## src/rtl/td4_fetch.sv

```systemverilog
// TD4 instruction fetch: 16x8 program store loaded word-by-word, then issued one instruction per cycle.
// Issue latency one cycle; load_ready is registered and high for all of LOAD, program words are dropped outside LOAD.
module td4_fetch #(
    parameter logic [3:0] RESET_PC = 4'h0
) (
    input  logic       clk,
    input  logic       rst_n,
    input  logic       load_en,
    input  logic       load_valid,
    input  logic [7:0] load_data,
    output logic       load_ready,
    input  logic       run,
    input  logic       carry_i,
    output logic [3:0] opcode,
    output logic [3:0] immediate,
    output logic [3:0] pc,
    output logic       instr_valid,
    output logic       halted
);

    typedef enum logic [1:0] {
        S_IDLE = 2'd0,
        S_LOAD = 2'd1,
        S_RUN  = 2'd2
    } state_t;

    localparam logic [3:0] OP_JNC = 4'b1110;
    localparam logic [3:0] OP_JMP = 4'b1111;

    state_t     r_state;
    state_t     w_state_nxt;
    logic [7:0] r_mem [16];
    logic [3:0] r_fpc;
    logic [3:0] r_laddr;
    logic       r_load_ready;
    logic [3:0] r_opcode;
    logic [3:0] r_immediate;
    logic [3:0] r_pc;
    logic       r_instr_valid;
    logic       r_halted;

    logic       w_wr;
    logic       w_issue;
    logic [7:0] w_word;
    logic [3:0] w_fpc_nxt;
    logic       w_self_jmp;

    assign w_word     = r_mem[r_fpc];
    assign w_self_jmp = (w_word[7:4] == OP_JMP) && (w_word[3:0] == r_fpc);

    always_comb begin
        w_state_nxt = r_state;
        w_wr        = 1'b0;
        w_issue     = 1'b0;
        case (r_state)
            S_IDLE: begin
                if (load_en) begin
                    w_state_nxt = S_LOAD;
                end else if (run) begin
                    w_state_nxt = S_RUN;
                end
            end
            S_LOAD: begin
                w_wr = load_valid & r_load_ready;
                // The last entry ends the load so laddr never wraps onto word 0.
                if ((w_wr && (r_laddr == 4'hF)) || !load_en) begin
                    w_state_nxt = S_IDLE;
                end
            end
            S_RUN: begin
                if (run) begin
                    w_issue = 1'b1;
                end else begin
                    w_state_nxt = S_IDLE;
                end
            end
            default: w_state_nxt = S_IDLE;
        endcase
    end

    always_comb begin
        w_fpc_nxt = r_fpc + 4'd1;
        if (w_word[7:4] == OP_JMP) begin
            w_fpc_nxt = w_word[3:0];
        end else if ((w_word[7:4] == OP_JNC) && !carry_i) begin
            w_fpc_nxt = w_word[3:0];
        end
    end

    always_ff @(posedge clk) begin
        if (!rst_n) begin
            r_state       <= S_IDLE;
            r_fpc         <= RESET_PC;
            r_laddr       <= 4'h0;
            r_load_ready  <= 1'b0;
            r_opcode      <= 4'h0;
            r_immediate   <= 4'h0;
            r_pc          <= RESET_PC;
            r_instr_valid <= 1'b0;
            r_halted      <= 1'b0;
            for (int i = 0; i < 16; i++) begin
                r_mem[i] <= 8'h00;
            end
        end else begin
            r_state       <= w_state_nxt;
            r_load_ready  <= (w_state_nxt == S_LOAD);
            r_instr_valid <= w_issue;
            r_halted      <= w_issue && w_self_jmp;
            if (w_wr) begin
                r_mem[r_laddr] <= load_data;
                r_laddr        <= r_laddr + 4'd1;
            end else if ((r_state == S_IDLE) && load_en) begin
                r_laddr <= 4'h0;
            end
            if (w_issue) begin
                r_opcode    <= w_word[7:4];
                r_immediate <= w_word[3:0];
                r_pc        <= r_fpc;
                r_fpc       <= w_fpc_nxt;
            end
        end
    end

    assign load_ready  = r_load_ready;
    assign opcode      = r_opcode;
    assign immediate   = r_immediate;
    assign pc          = r_pc;
    assign instr_valid = r_instr_valid;
    assign halted      = r_halted;

endmodule

```

## config.mk

```make
export PLATFORM = sky130hd
export DESIGN_NAME = td4_fetch
export DESIGN_NICKNAME = d
export VERILOG_FILES = /design/src/rtl/td4_fetch.sv
export SDC_FILE = /design/constraint.sdc
export NUM_CORES = 1
export LEC_CHECK = 0
export CAP_MARGIN = 40
export CORE_UTILIZATION = 35
export CTS_CLUSTER_SIZE = 8
export DETAILED_ROUTE_END_ITERATION = 16
export PLACE_DENSITY = 0.61
export SYNTH_ARGS = -nofsm -noshare
export SYNTH_HDL_FRONTEND = slang
export SYNTH_SLANG_ARGS = --single-unit
```

## constraint.sdc

```tcl
create_clock -name clk -period 5.6 [get_ports clk]
set_input_delay 0.84 -clock clk [delete_from_list [all_inputs] [get_ports clk]]
set_output_delay 0.84 -clock clk [all_outputs]
set_load 0.03 [all_outputs]
```

==> results.txt <==
* Status: finished, final reports clean
* Clock transition at path regs: approximately 0.060 ns
- The clock net in this run drives a total of roughly 160 sinks.
- Proportion of synthesized area in mux cells: a little over a tenth
- Static timing analysis puts the maximum clock frequency at approximately 310 MHz.
- At the pin with the least slew margin, the transition time is 0.880 ns.
- Synth top area share: between 50 and 60%
- Counting cells, the worst reg-to-reg path comes to 6.
- In this run, synthesis inferred 128 flip-flops with an integrated enable.
* Simple-Gate Fraction of Synth Area: roughly 16%
* Placer Congestion: approximately 0.82
- Die outline area: 21000 um2
- Clock tree synthesis inserted a total of 17 buffers.
- Yosys attributes the largest share of cell area to sky130_fd_sc_hd__edfxtp_1, sky130_fd_sc_hd__and2_1, sky130_fd_sc_hd__dfxtp_1.
- Sequential cells were found to cover between 60% and 70% of the synthesized design area.
- In this run, post-CTS repair resized a total of 0 instances.
- After layout, the design draws a total of 2.54 mW.
- For this block, the routed nets add up to about 17 mm of wire.
* Number of antenna violations at the first check in global routing: 0
- Post-synth top area cell: sky130_fd_sc_hd__edfxtp_1
- Detailed-router iteration count before antenna repair: 4
* Synth unique cells: 43
- Share of post-route cells with drive strength above 1: 11.7%
* Relative slew slack: approximately two fifths
- Core footprint: slightly below 20000 um2
- Final net count: 572
- The detail route stage leaves a number of antenna-violating nets equal to 0.
- For the final routed database, the setup TNS stands at 0 ns.
* CTS tree: done
- Entering global routing, the biggest net connects 28 pins.
- Synth top cells by count: sky130_fd_sc_hd__and2_1, sky130_fd_sc_hd__edfxtp_1, sky130_fd_sc_hd__dfxtp_1
- Congestion Overflow GR: 0
* Final hold slack: about 0.46 ns
- Worst vdd ir: 0.000217 V
- Adder and majority cell fraction of the synthesized area: less than 1%
- STA puts the critical path data required time at between 5 and 6 ns.
- The Yosys step of the flow raised 0 warnings.
- In this run, synthesis produced a sequential element count of roughly 160.
* Average via count per standard cell: ~5
* Clock insertion delay at the later pin of the skew report: about 0.43 ns
- Number of buffers inserted to repair setup after CTS: 0
- The number of global-route vias before repair is about 4100.
- After detailed routing, the number of remaining DRC violations is 0.
- Final core utilization: a little over two fifths
- Summing the areas of all compound-gate instances in the mapped netlist gives ~7.5% of the synthesized area.
- Number of buffer cells added on primary ports: 28
- The number of hold violations in the final report was 0.
* Crit path max fanout: 19
* Initial Util: between 30% and 40%
- After the first detailed-routing iteration, the DRC count stood at slightly above 400.
- Most frequent cell after synthesis: sky130_fd_sc_hd__and2_1
- Xor and xnor fraction of the mapped netlist area: less than 1%
- The floorplan has 51 rows.
* Final slew viol count: 0
- Hold Path Stages: 2
- Detailed-route via count: roughly 4300
- The clock passes through at most 2 buffers.
- Synthesis produced a netlist whose cell count is roughly 520.
* Synthesized cell area: around 7100 um2
- From left edge to right edge, the die measures 145 um.
- Global routing used approximately 17% of the available tracks across all layers.
- The area growth from synthesis to layout is 16.1%.
- Chip height: between 100 and 150 um
- The routed design could run at a clock period as short as 3.19 ns.
* Mapped Nets: ~540
- Kind of capture point of the worst setup path: flop
* Antenna fix cells: 0
- Max-cap violations in this run came to 0.
- The most used flip-flop cell after synthesis is sky130_fd_sc_hd__edfxtp_1.
- The path class of the tightest hold or removal check is reg2reg.
- Number of setup violations in the final report: 0
- Static leakage power: roughly 3 nW
- STA classifies the critical path startpoint as an input pin.
- Final worst path period share: a little under three fifths
- Mean instance size in the synthesized netlist: ~14 um2
- STA puts the critical path data arrival time at around 3.3 ns.
* Fill count: approximately 1800
- Setup repair after global routing missed its margin: false
- 29 I/O pins were placed.
- Number of buffers added to fix hold violations after cts: 0
* Post-synthesis async set-or-reset flop share: 0%
- In the final routed layout, each cell accounts on average for just over 20 um.
- Maximum level of the CTS H-tree: 4
- The root buffer cell chosen for the clock tree is sky130_fd_sc_hd__clkbuf_16.
- PD cells: just over 300 nW/um2
- Worst clock skew: ~0.011 ns
- Crit Path Category: in2reg
* Largest family of logic cells by synthesized area: simple AND/OR/NAND/NOR gates
- Detail Placement HPWL: 11.6 mm
- The first global-routing pass estimated between 20 and 30 mm of wire.
[layout by cell type (no fill, tap or decap), drive strengths merged, types with 2 or more instances in the layout]
master and instances:
bufinv 2, ha 5, xor2 3, edfxtp 128
clkinv 6, mux2i 27, inv 8, clkbuf 19
clkdlybuf4s50 28, nand3 7, nor2 16, o21ai 23
clkinvlp 2, and3 2, xnor2 2, nor3 6
a211oi 2, a21oi 7, a22o 8, dfxtp 29
a21o 5, buf 17, o311a 2, a22oi 12
a221oi 9, and2 132, nand2b 8, nand2 13
mux4 21, nor2b 6, a21boi 2
[path summary, 6_finish.rpt]
check	startpoint	endpoint	slack, ns
worst min-delay path	opcode[2]	opcode[2]	0.46
worst max register to register	flop	r_fpc[3]	2.63
worst min register to register	opcode[2]	opcode[2]	0.46
worst max-delay path	rst_n	r_mem[2][3]	2.41
[flip-flops by register name, summed over array words and instances (netlist names), named ones only]
signal	count
load_ready	1
opcode	4
r_fpc	4
instr_valid	1
r_mem	128
immediate	4
halted	1
r_state	2
r_laddr	4
pc	4
[critical path, cell delays in order]
cell and delay, ns:
sky130_fd_sc_hd__clkdlybuf4s50_1 0.75, sky130_fd_sc_hd__buf_8 0.23, sky130_fd_sc_hd__and2_1 0.23, sky130_fd_sc_hd__nand2_1 0.24
sky130_fd_sc_hd__nor3_1 0.58, sky130_fd_sc_hd__nand2b_1 0.41
[cell families (layout without fill, tap and decap cells)]
| kind of cell | Yosys count | count (layout) |
|---|---|---|
| compound gates | 74 | 74 |
| xor+xnor | 5 | 5 |
| fa+ha+maj | 5 | 5 |
| buf+inv | 33 | 82 |
| flops | 157 | 157 |
| mux | 49 | 49 |
| simple gates | 194 | 194 |
[final cells by class]
cell class,instances,area (um2),area share [%]
inverter,5,18.8,0.226
multi-input combinational,327,2550,30.7
clock inverter,13,140,1.69
clock buffer,19,433,5.22
sequential,157,4430,53.3
tap,265,332,4.00
timing repair buffer,45,398,4.80
[power by group]
group | switching, mW | total (mW) | leakage (nW) | internal [mW]
clock | 0.460 | 1.12 | 0.273 | 0.657
sequential | 0.0187 | 1.31 | 1.54 | 1.30
combinational | 0.0716 | 0.113 | 1.16 | 0.0412
total | 0.550 | 2.54 | 2.96 | 1.99
[stage by stage]
step	instances	cell area (um2)	setup WS (ns)
2_1_floorplan	517	7150	3.02
6_report	831	8300	2.41
4_1_cts	831	8300	2.41
3_5_place_dp	799	7720	1.97
3_3_place_gp	785	7630	1.82
5_1_grt	831	8300	2.09
[routing by layer]
metal / global-route usage [%] / vias up / share of wire, %
met5: 0 / - / 0
met4: 5.54 / 0 / 1.2
met3: 3.85 / 20 / 5.3
met2: 26.8 / 144 / 47
met1: 24.4 / 2098 / 47
li1: - / 1992 / -
Power figures use the tool's default switching activity.
